===== src/rtl/decode_stage.sv =====
// Single-entry decode stage for an RV32I subset: decodes one instruction into
// control fields and an extended immediate, held in a ready/valid output register.
module decode_stage #(
    parameter int DATA_WIDTH = 32
) (
    input  logic                  clk,
    input  logic                  rst,
    input  logic                  instr_valid,
    output logic                  instr_ready,
    input  logic [DATA_WIDTH-1:0] instr,
    input  logic [DATA_WIDTH-1:0] pc,
    input  logic                  flush,
    output logic                  out_valid,
    input  logic                  out_ready,
    output logic [3:0]            ALUControl,
    output logic                  ALUSrc,
    output logic                  RegWrite,
    output logic                  MemWrite,
    output logic [1:0]            ResultSrc,
    output logic                  Branch,
    output logic                  Jump,
    output logic [DATA_WIDTH-1:0] ImmExt,
    output logic [4:0]            rs1,
    output logic [4:0]            rs2,
    output logic [4:0]            rd,
    output logic [DATA_WIDTH-1:0] pc_out,
    output logic                  illegal
);

    localparam logic [6:0] OP_R      = 7'b0110011;
    localparam logic [6:0] OP_I      = 7'b0010011;
    localparam logic [6:0] OP_LOAD   = 7'b0000011;
    localparam logic [6:0] OP_STORE  = 7'b0100011;
    localparam logic [6:0] OP_BRANCH = 7'b1100011;
    localparam logic [6:0] OP_JAL    = 7'b1101111;
    localparam logic [6:0] OP_JALR   = 7'b1100111;
    localparam logic [6:0] OP_LUI    = 7'b0110111;

    localparam logic [6:0] F7_BASE = 7'b0000000;
    localparam logic [6:0] F7_ALT  = 7'b0100000;

    typedef enum logic [2:0] {
        IMM_NONE,
        IMM_I,
        IMM_SH,
        IMM_S,
        IMM_B,
        IMM_J,
        IMM_U
    } imm_sel_t;

    // Immediate formats; all signed forms replicate instr[31] into the upper bits.
    function automatic logic [DATA_WIDTH-1:0] imm_ext(input imm_sel_t sel,
                                                      input logic [DATA_WIDTH-1:0] ins);
        logic signed [DATA_WIDTH-1:0] v;
        case (sel)
            IMM_I:   v = {{20{ins[31]}}, ins[31:20]};
            IMM_SH:  v = {27'b0, ins[24:20]};
            IMM_S:   v = {{20{ins[31]}}, ins[31:25], ins[11:7]};
            IMM_B:   v = {{19{ins[31]}}, ins[31], ins[7], ins[30:25], ins[11:8], 1'b0};
            IMM_J:   v = {{11{ins[31]}}, ins[31], ins[19:12], ins[20], ins[30:21], 1'b0};
            IMM_U:   v = {ins[31:12], 12'b0};
            default: v = '0;
        endcase
        return v;
    endfunction

    logic [6:0] opcode;
    logic [2:0] funct3;
    logic [6:0] funct7;

    assign opcode = instr[6:0];
    assign funct3 = instr[14:12];
    assign funct7 = instr[31:25];

    logic [3:0] alu_ctrl_p0;
    logic       alu_src_p0;
    logic       reg_wr_p0;
    logic       mem_wr_p0;
    logic [1:0] res_src_p0;
    logic       branch_p0;
    logic       jump_p0;
    logic       illegal_p0;
    imm_sel_t   imm_sel_p0;
    logic [DATA_WIDTH-1:0] imm_p0;

    // Stage p0: combinational decode of the offered instruction.
    always_comb begin
        alu_ctrl_p0 = 4'b0000;
        alu_src_p0  = 1'b0;
        reg_wr_p0   = 1'b0;
        mem_wr_p0   = 1'b0;
        res_src_p0  = 2'b00;
        branch_p0   = 1'b0;
        jump_p0     = 1'b0;
        illegal_p0  = 1'b0;
        imm_sel_p0  = IMM_NONE;

        case (opcode)
            OP_R: begin
                reg_wr_p0 = 1'b1;
                case ({funct7, funct3})
                    {F7_BASE, 3'b000}: alu_ctrl_p0 = 4'b0000;
                    {F7_ALT,  3'b000}: alu_ctrl_p0 = 4'b1000;
                    {F7_BASE, 3'b001}: alu_ctrl_p0 = 4'b0111;
                    {F7_BASE, 3'b101}: alu_ctrl_p0 = 4'b1001;
                    {F7_BASE, 3'b100}: alu_ctrl_p0 = 4'b1010;
                    {F7_BASE, 3'b110}: alu_ctrl_p0 = 4'b1011;
                    {F7_BASE, 3'b111}: alu_ctrl_p0 = 4'b1100;
                    default:           illegal_p0  = 1'b1;
                endcase
            end
            OP_I: begin
                reg_wr_p0  = 1'b1;
                alu_src_p0 = 1'b1;
                imm_sel_p0 = IMM_I;
                case (funct3)
                    3'b000: alu_ctrl_p0 = 4'b0000;
                    3'b100: alu_ctrl_p0 = 4'b1010;
                    3'b110: alu_ctrl_p0 = 4'b1011;
                    3'b111: alu_ctrl_p0 = 4'b1100;
                    3'b001: begin
                        alu_ctrl_p0 = 4'b0111;
                        imm_sel_p0  = IMM_SH;
                        illegal_p0  = (funct7 != F7_BASE);
                    end
                    3'b101: begin
                        alu_ctrl_p0 = 4'b1001;
                        imm_sel_p0  = IMM_SH;
                        illegal_p0  = (funct7 != F7_BASE);
                    end
                    default: illegal_p0 = 1'b1;
                endcase
            end
            OP_LOAD: begin
                alu_ctrl_p0 = 4'b0101;
                alu_src_p0  = 1'b1;
                reg_wr_p0   = 1'b1;
                res_src_p0  = 2'b01;
                imm_sel_p0  = IMM_I;
                illegal_p0  = (funct3 != 3'b100);
            end
            OP_STORE: begin
                alu_ctrl_p0 = 4'b0110;
                alu_src_p0  = 1'b1;
                mem_wr_p0   = 1'b1;
                imm_sel_p0  = IMM_S;
                illegal_p0  = (funct3 != 3'b000);
            end
            OP_BRANCH: begin
                branch_p0  = 1'b1;
                imm_sel_p0 = IMM_B;
                case (funct3)
                    3'b000:  alu_ctrl_p0 = 4'b1101;
                    3'b001:  alu_ctrl_p0 = 4'b0001;
                    default: illegal_p0  = 1'b1;
                endcase
            end
            OP_JAL: begin
                alu_ctrl_p0 = 4'b0010;
                alu_src_p0  = 1'b1;
                reg_wr_p0   = 1'b1;
                jump_p0     = 1'b1;
                res_src_p0  = 2'b10;
                imm_sel_p0  = IMM_J;
            end
            OP_JALR: begin
                alu_ctrl_p0 = 4'b0011;
                alu_src_p0  = 1'b1;
                reg_wr_p0   = 1'b1;
                jump_p0     = 1'b1;
                res_src_p0  = 2'b10;
                imm_sel_p0  = IMM_I;
                illegal_p0  = (funct3 != 3'b000);
            end
            OP_LUI: begin
                alu_ctrl_p0 = 4'b0100;
                alu_src_p0  = 1'b1;
                reg_wr_p0   = 1'b1;
                imm_sel_p0  = IMM_U;
            end
            default: illegal_p0 = 1'b1;
        endcase

        // Unsupported encodings must not have side effects downstream.
        if (illegal_p0) begin
            alu_ctrl_p0 = 4'b0000;
            alu_src_p0  = 1'b0;
            reg_wr_p0   = 1'b0;
            mem_wr_p0   = 1'b0;
            res_src_p0  = 2'b00;
            branch_p0   = 1'b0;
            jump_p0     = 1'b0;
            imm_sel_p0  = IMM_NONE;
        end
    end

    assign imm_p0 = imm_ext(imm_sel_p0, instr);

    logic                  vld_p1;
    logic [3:0]            alu_ctrl_p1;
    logic                  alu_src_p1;
    logic                  reg_wr_p1;
    logic                  mem_wr_p1;
    logic [1:0]            res_src_p1;
    logic                  branch_p1;
    logic                  jump_p1;
    logic                  illegal_p1;
    logic [DATA_WIDTH-1:0] imm_p1;
    logic [4:0]            rs1_p1;
    logic [4:0]            rs2_p1;
    logic [4:0]            rd_p1;
    logic [DATA_WIDTH-1:0] pc_p1;
    logic                  xfer;

    assign instr_ready = !vld_p1 || out_ready;
    assign xfer        = instr_valid && instr_ready && !flush;

    // Stage p1: output register; flush wins over both accept and consume.
    always_ff @(posedge clk or posedge rst) begin
        if (rst) begin
            vld_p1 <= 1'b0;
        end else if (flush) begin
            vld_p1 <= 1'b0;
        end else if (xfer) begin
            vld_p1 <= 1'b1;
        end else if (out_ready) begin
            vld_p1 <= 1'b0;
        end
    end

    always_ff @(posedge clk or posedge rst) begin
        if (rst) begin
            alu_ctrl_p1 <= '0;
            alu_src_p1  <= 1'b0;
            reg_wr_p1   <= 1'b0;
            mem_wr_p1   <= 1'b0;
            res_src_p1  <= '0;
            branch_p1   <= 1'b0;
            jump_p1     <= 1'b0;
            illegal_p1  <= 1'b0;
            imm_p1      <= '0;
            rs1_p1      <= '0;
            rs2_p1      <= '0;
            rd_p1       <= '0;
            pc_p1       <= '0;
        end else if (xfer) begin
            alu_ctrl_p1 <= alu_ctrl_p0;
            alu_src_p1  <= alu_src_p0;
            reg_wr_p1   <= reg_wr_p0;
            mem_wr_p1   <= mem_wr_p0;
            res_src_p1  <= res_src_p0;
            branch_p1   <= branch_p0;
            jump_p1     <= jump_p0;
            illegal_p1  <= illegal_p0;
            imm_p1      <= imm_p0;
            rs1_p1      <= instr[19:15];
            rs2_p1      <= instr[24:20];
            rd_p1       <= instr[11:7];
            pc_p1       <= pc;
        end
    end

    assign out_valid  = vld_p1;
    assign ALUControl = alu_ctrl_p1;
    assign ALUSrc     = alu_src_p1;
    assign RegWrite   = reg_wr_p1;
    assign MemWrite   = mem_wr_p1;
    assign ResultSrc  = res_src_p1;
    assign Branch     = branch_p1;
    assign Jump       = jump_p1;
    assign ImmExt     = imm_p1;
    assign rs1        = rs1_p1;
    assign rs2        = rs2_p1;
    assign rd         = rd_p1;
    assign pc_out     = pc_p1;
    assign illegal    = illegal_p1;

endmodule


===== config.mk =====
export PLATFORM = sky130hd
export DESIGN_NAME = decode_stage
export DESIGN_NICKNAME = d
export VERILOG_FILES = /design/src/rtl/decode_stage.sv
export SDC_FILE = /design/constraint.sdc
export NUM_CORES = 1
export LEC_CHECK = 0
export BUFFER_PORTS_ARGS = -buffer_cell sky130_fd_sc_hd__buf_2
export CELL_PAD_IN_SITES_DETAIL_PLACEMENT = 1
export CELL_PAD_IN_SITES_GLOBAL_PLACEMENT = 1
export CORE_MARGIN = 4
export CORE_UTILIZATION = 39
export CTS_BUF_LIST = sky130_fd_sc_hd__clkbuf_16
export DETAILED_ROUTE_END_ITERATION = 12
export PLACE_DENSITY_LB_ADDON = 0.12
export SETUP_SLACK_MARGIN = 0.02
export SLEW_MARGIN = 20
export SYNTH_ARGS = -nofsm -noshare
export SYNTH_HDL_FRONTEND = slang
export SYNTH_SLANG_ARGS = --single-unit

===== constraint.sdc =====
create_clock -name clk -period 6.34 [get_ports clk]
set_input_delay 1.268 -clock clk [delete_from_list [all_inputs] [get_ports clk]]
set_output_delay 1.268 -clock clk [all_outputs]
set_load 0.02 [all_outputs]

==> impl_metrics.yaml <==
synth:
  yosys_warnings: 0
  synth_ff_type: "dfrtp_1"
  synth_cell_types: 51
  syn_area_sq_um: 4250
  yosysSeqAreaShare_pct: 54.1
  synthCells: 464
  synth_seq_cells: 92
  syn_area_per_cell_sq_um: 9.16
  synth_edf_count: 0
  syn_nets: 533
  async_flop_share_pct: 100
clock_tree:
  insertion_delay_ns: 0.34
  cts_buffer_depth: 2
  cts_tree: "done"
  cts_buffers: 9
  cts.sinks: 92
  hold_buffers: 0
  cts_setup_buffers: 0
  clk_pin_slew_ns: 0.07
  cts_htree_levels: 3
  root_buffer: "clkbuf_16"
  cts-resized-gates: 0
outcome:
  outcome: "completed"
drt:
  drc_errors: 0
  drtAntennaViolNets: 0
  dr.first_iter.drc_count: 234
  vias: 3915
  detail_route.first_pass.iterations: 4
  viasPerCell: 5.23
  totalWireLength_um: 13300
  avgRoutedWirePerCell_um: 17.7
power_and_ir_drop:
  vdd_drop_max_mv: 0.114
  power.density_nw_per_um2: 274
  p_leak_uw: 0.00289
placed_design:
  portBuffers: 161
  globalplace.congestion: 0.839
  dp.cells: 733
  dpl_cell_area_sq_um: 5110
  dp_hpwl_um: 9620
global_route:
  use_met3_pct: 6.74
  track_usage_pct: 21.1
  first_global_vias: 4043
  grt_antenna_before_repair: 0
  grt_max_degree: 65
  grt_overflow_total: 0
  grt_util_met1_pct: 28.0
  grt-busiest-layer: "met2"
  grt_pass1_wl_um: 21600
  grt_use_met2_pct: 33.9
final_layout:
  final_common_cell: "nand2_1"
  antenna_cells: 0
  postLayoutCoreUtil_pct: 51.7
  final_cell_mix: "165 x nand2_1, 161 x buf_2, 92 x dfrtp_1"
  final_cells: 749
  drive_gt1_share_pct: 33.0
  syn_to_final_growth_pct: 27.1
  final_nets: 677
  final_area_sq_um: 5410
  n_fill_cell: 1267
sta:
  maxSlewHeadroom_pct: 35.6
  slew_viol_final: 0
  setup_viol: 0
  tns_ns: 0
  period_minus_slack_ns: 3.46
  hold_viol_final: 0
  rsz0062_at_grt: "no"
  worst_pin_slew_ns: 0.964
  period_share_pct: 54.6
  fin_worst_skew_ns: 0.00602
  fmax_mhz: 289
floorplanning:
  num_rows: 37
  core_area_sq_um: 10500
  io_pins: 162
  die_h_um: 112
  dieArea_sq_um: 12600
  start_util_pct: 40.6
  die_x_um: 112
critical_path:
  end_kind: "register"
  cp.required_ns: 6.61
  startpoint_type: "input pin"
  critPathSlowestCell: "nor4b_2"
  timing.rr.start: "out_valid"
  reg2regPathDepth: 6
  critPathMaxFanout: 17
  cpMostUsedCell: "nor2_1"
  crit_type: "in -> reg"
  r2r_slack_ns: 3.77
  crit_family: "simple AND/OR/NAND/NOR gates"
  reg2reg_to: "ImmExt[8]"
  path_cells: "buf_2 -> nand4bb_1 -> nor2_1 -> and2_1 -> nor2_1 -> nor4b_2 -> a221o_1"
  cpPeakStageDelay_ns: 0.86
  crit_arrival_ns: 3.73
  critPathBufInv: 1
hold_path:
  hold_depth: 2
  min-delay-start: "rs1[2]"
  worstHoldPathType: "reg -> reg"
  holdPathEnd: "rs1[2]"
run:
  drv_cap: 0
area by class of cell:
type | instances | area, sq um | share of cell area (%)
sequential | 92 | 2300 | 42.6
multi-input combinational | 335 | 1770 | 32.8
timing repair buffer | 168 | 858 | 15.9
clock buffer | 9 | 225 | 4.17
tap | 136 | 170 | 3.15
clock inverter | 7 | 68.8 | 1.27
inverter | 2 | 10.0 | 0.185
stage by stage:
step           hold WS [ns]  setup slack [ns]  power [uW]
2_1_floorplan         0.589              2.68         847
3_3_place_gp          0.453              2.67         950
3_5_place_dp          0.458              2.58         961
4_1_cts               0.475              2.90        1500
5_1_grt               0.503              2.69        1560
6_report              0.471              2.88        1480
power breakdown:
group	internal, uW	total [uW]	switching (uW)	leakage (uW)
Clock	304	538	234	0.000147
Sequential	640	667	26.4	0.00119
Combinational	89.8	278	188	0.00155
metal layers:
metal | vias up | wire (um) | part of all wire, %
met2 | 111 | 6360 | 48
met4 | 0 | 133 | 1.0
met5 | - | 0 | 0
met3 | 10 | 989 | 7.4
met1 | 1925 | 5800 | 44
li1 | 1869 | - | -
kinds of logic (layout without fill, tap and decap cells):
group                  after synthesis  count (layout)  synth area share, %
AND/OR/NAND/NOR                    246             246                 25.4
flip-flops                          92              92                 54.1
AO/OA/AOI/OAI                       87              87                 15.7
buffers and inverters               37             186                 4.33
XOR/XNOR                             2               2                0.412
how the worst max path moves through the flow:
| stage | start | endpoint | cells past startpoint |
|---|---|---|---|
| floorplan | rst | ALUControl[0] | 1 |
| global placement | instr[2] | ImmExt[28] | 7 |
| detailed placement | instr[2] | ImmExt[28] | 7 |
| CTS | instr[2] | ImmExt[28] | 7 |
| global route | instr[2] | ImmExt[28] | 7 |
| finish | instr[2] | ImmExt[22] | 7 |
worst min-delay path, stage by stage (launching register included):
cell     delay, ns
dfrtp_1       0.34
nand2_1       0.05
nand2_1       0.05
registers in the layout, summed over array words and instances (netlist names):
register	cells
MemWrite	1
RegWrite	1
ALUSrc	1
ALUControl	4
rs1	5
illegal	1
ResultSrc	2
rd	5
Branch	1
rs2	5
pc_out	32
out_valid	1
Jump	1
ImmExt	32
synth_stat cells, types with 5 or more instances:
library cell / count / area, sq um
dfrtp_1: 92 / 2300
a211oi_1: 5 / 37.5
nor3_1: 8 / 40.0
a21o_1: 6 / 45.0
nand2_1: 165 / 619
a21oi_2: 9 / 78.8
a22o_1: 6 / 52.6
o21ai_0: 9 / 45.0
a221o_1: 14 / 140
o31ai_1: 9 / 67.6
nor2b_1: 7 / 43.8
a21oi_1: 18 / 90.1
buf_2: 8 / 40.0
clkbuf_1: 20 / 75.1
nand3_1: 8 / 40.0
nor2_1: 29 / 109
(Power assumes the default switching activity.)
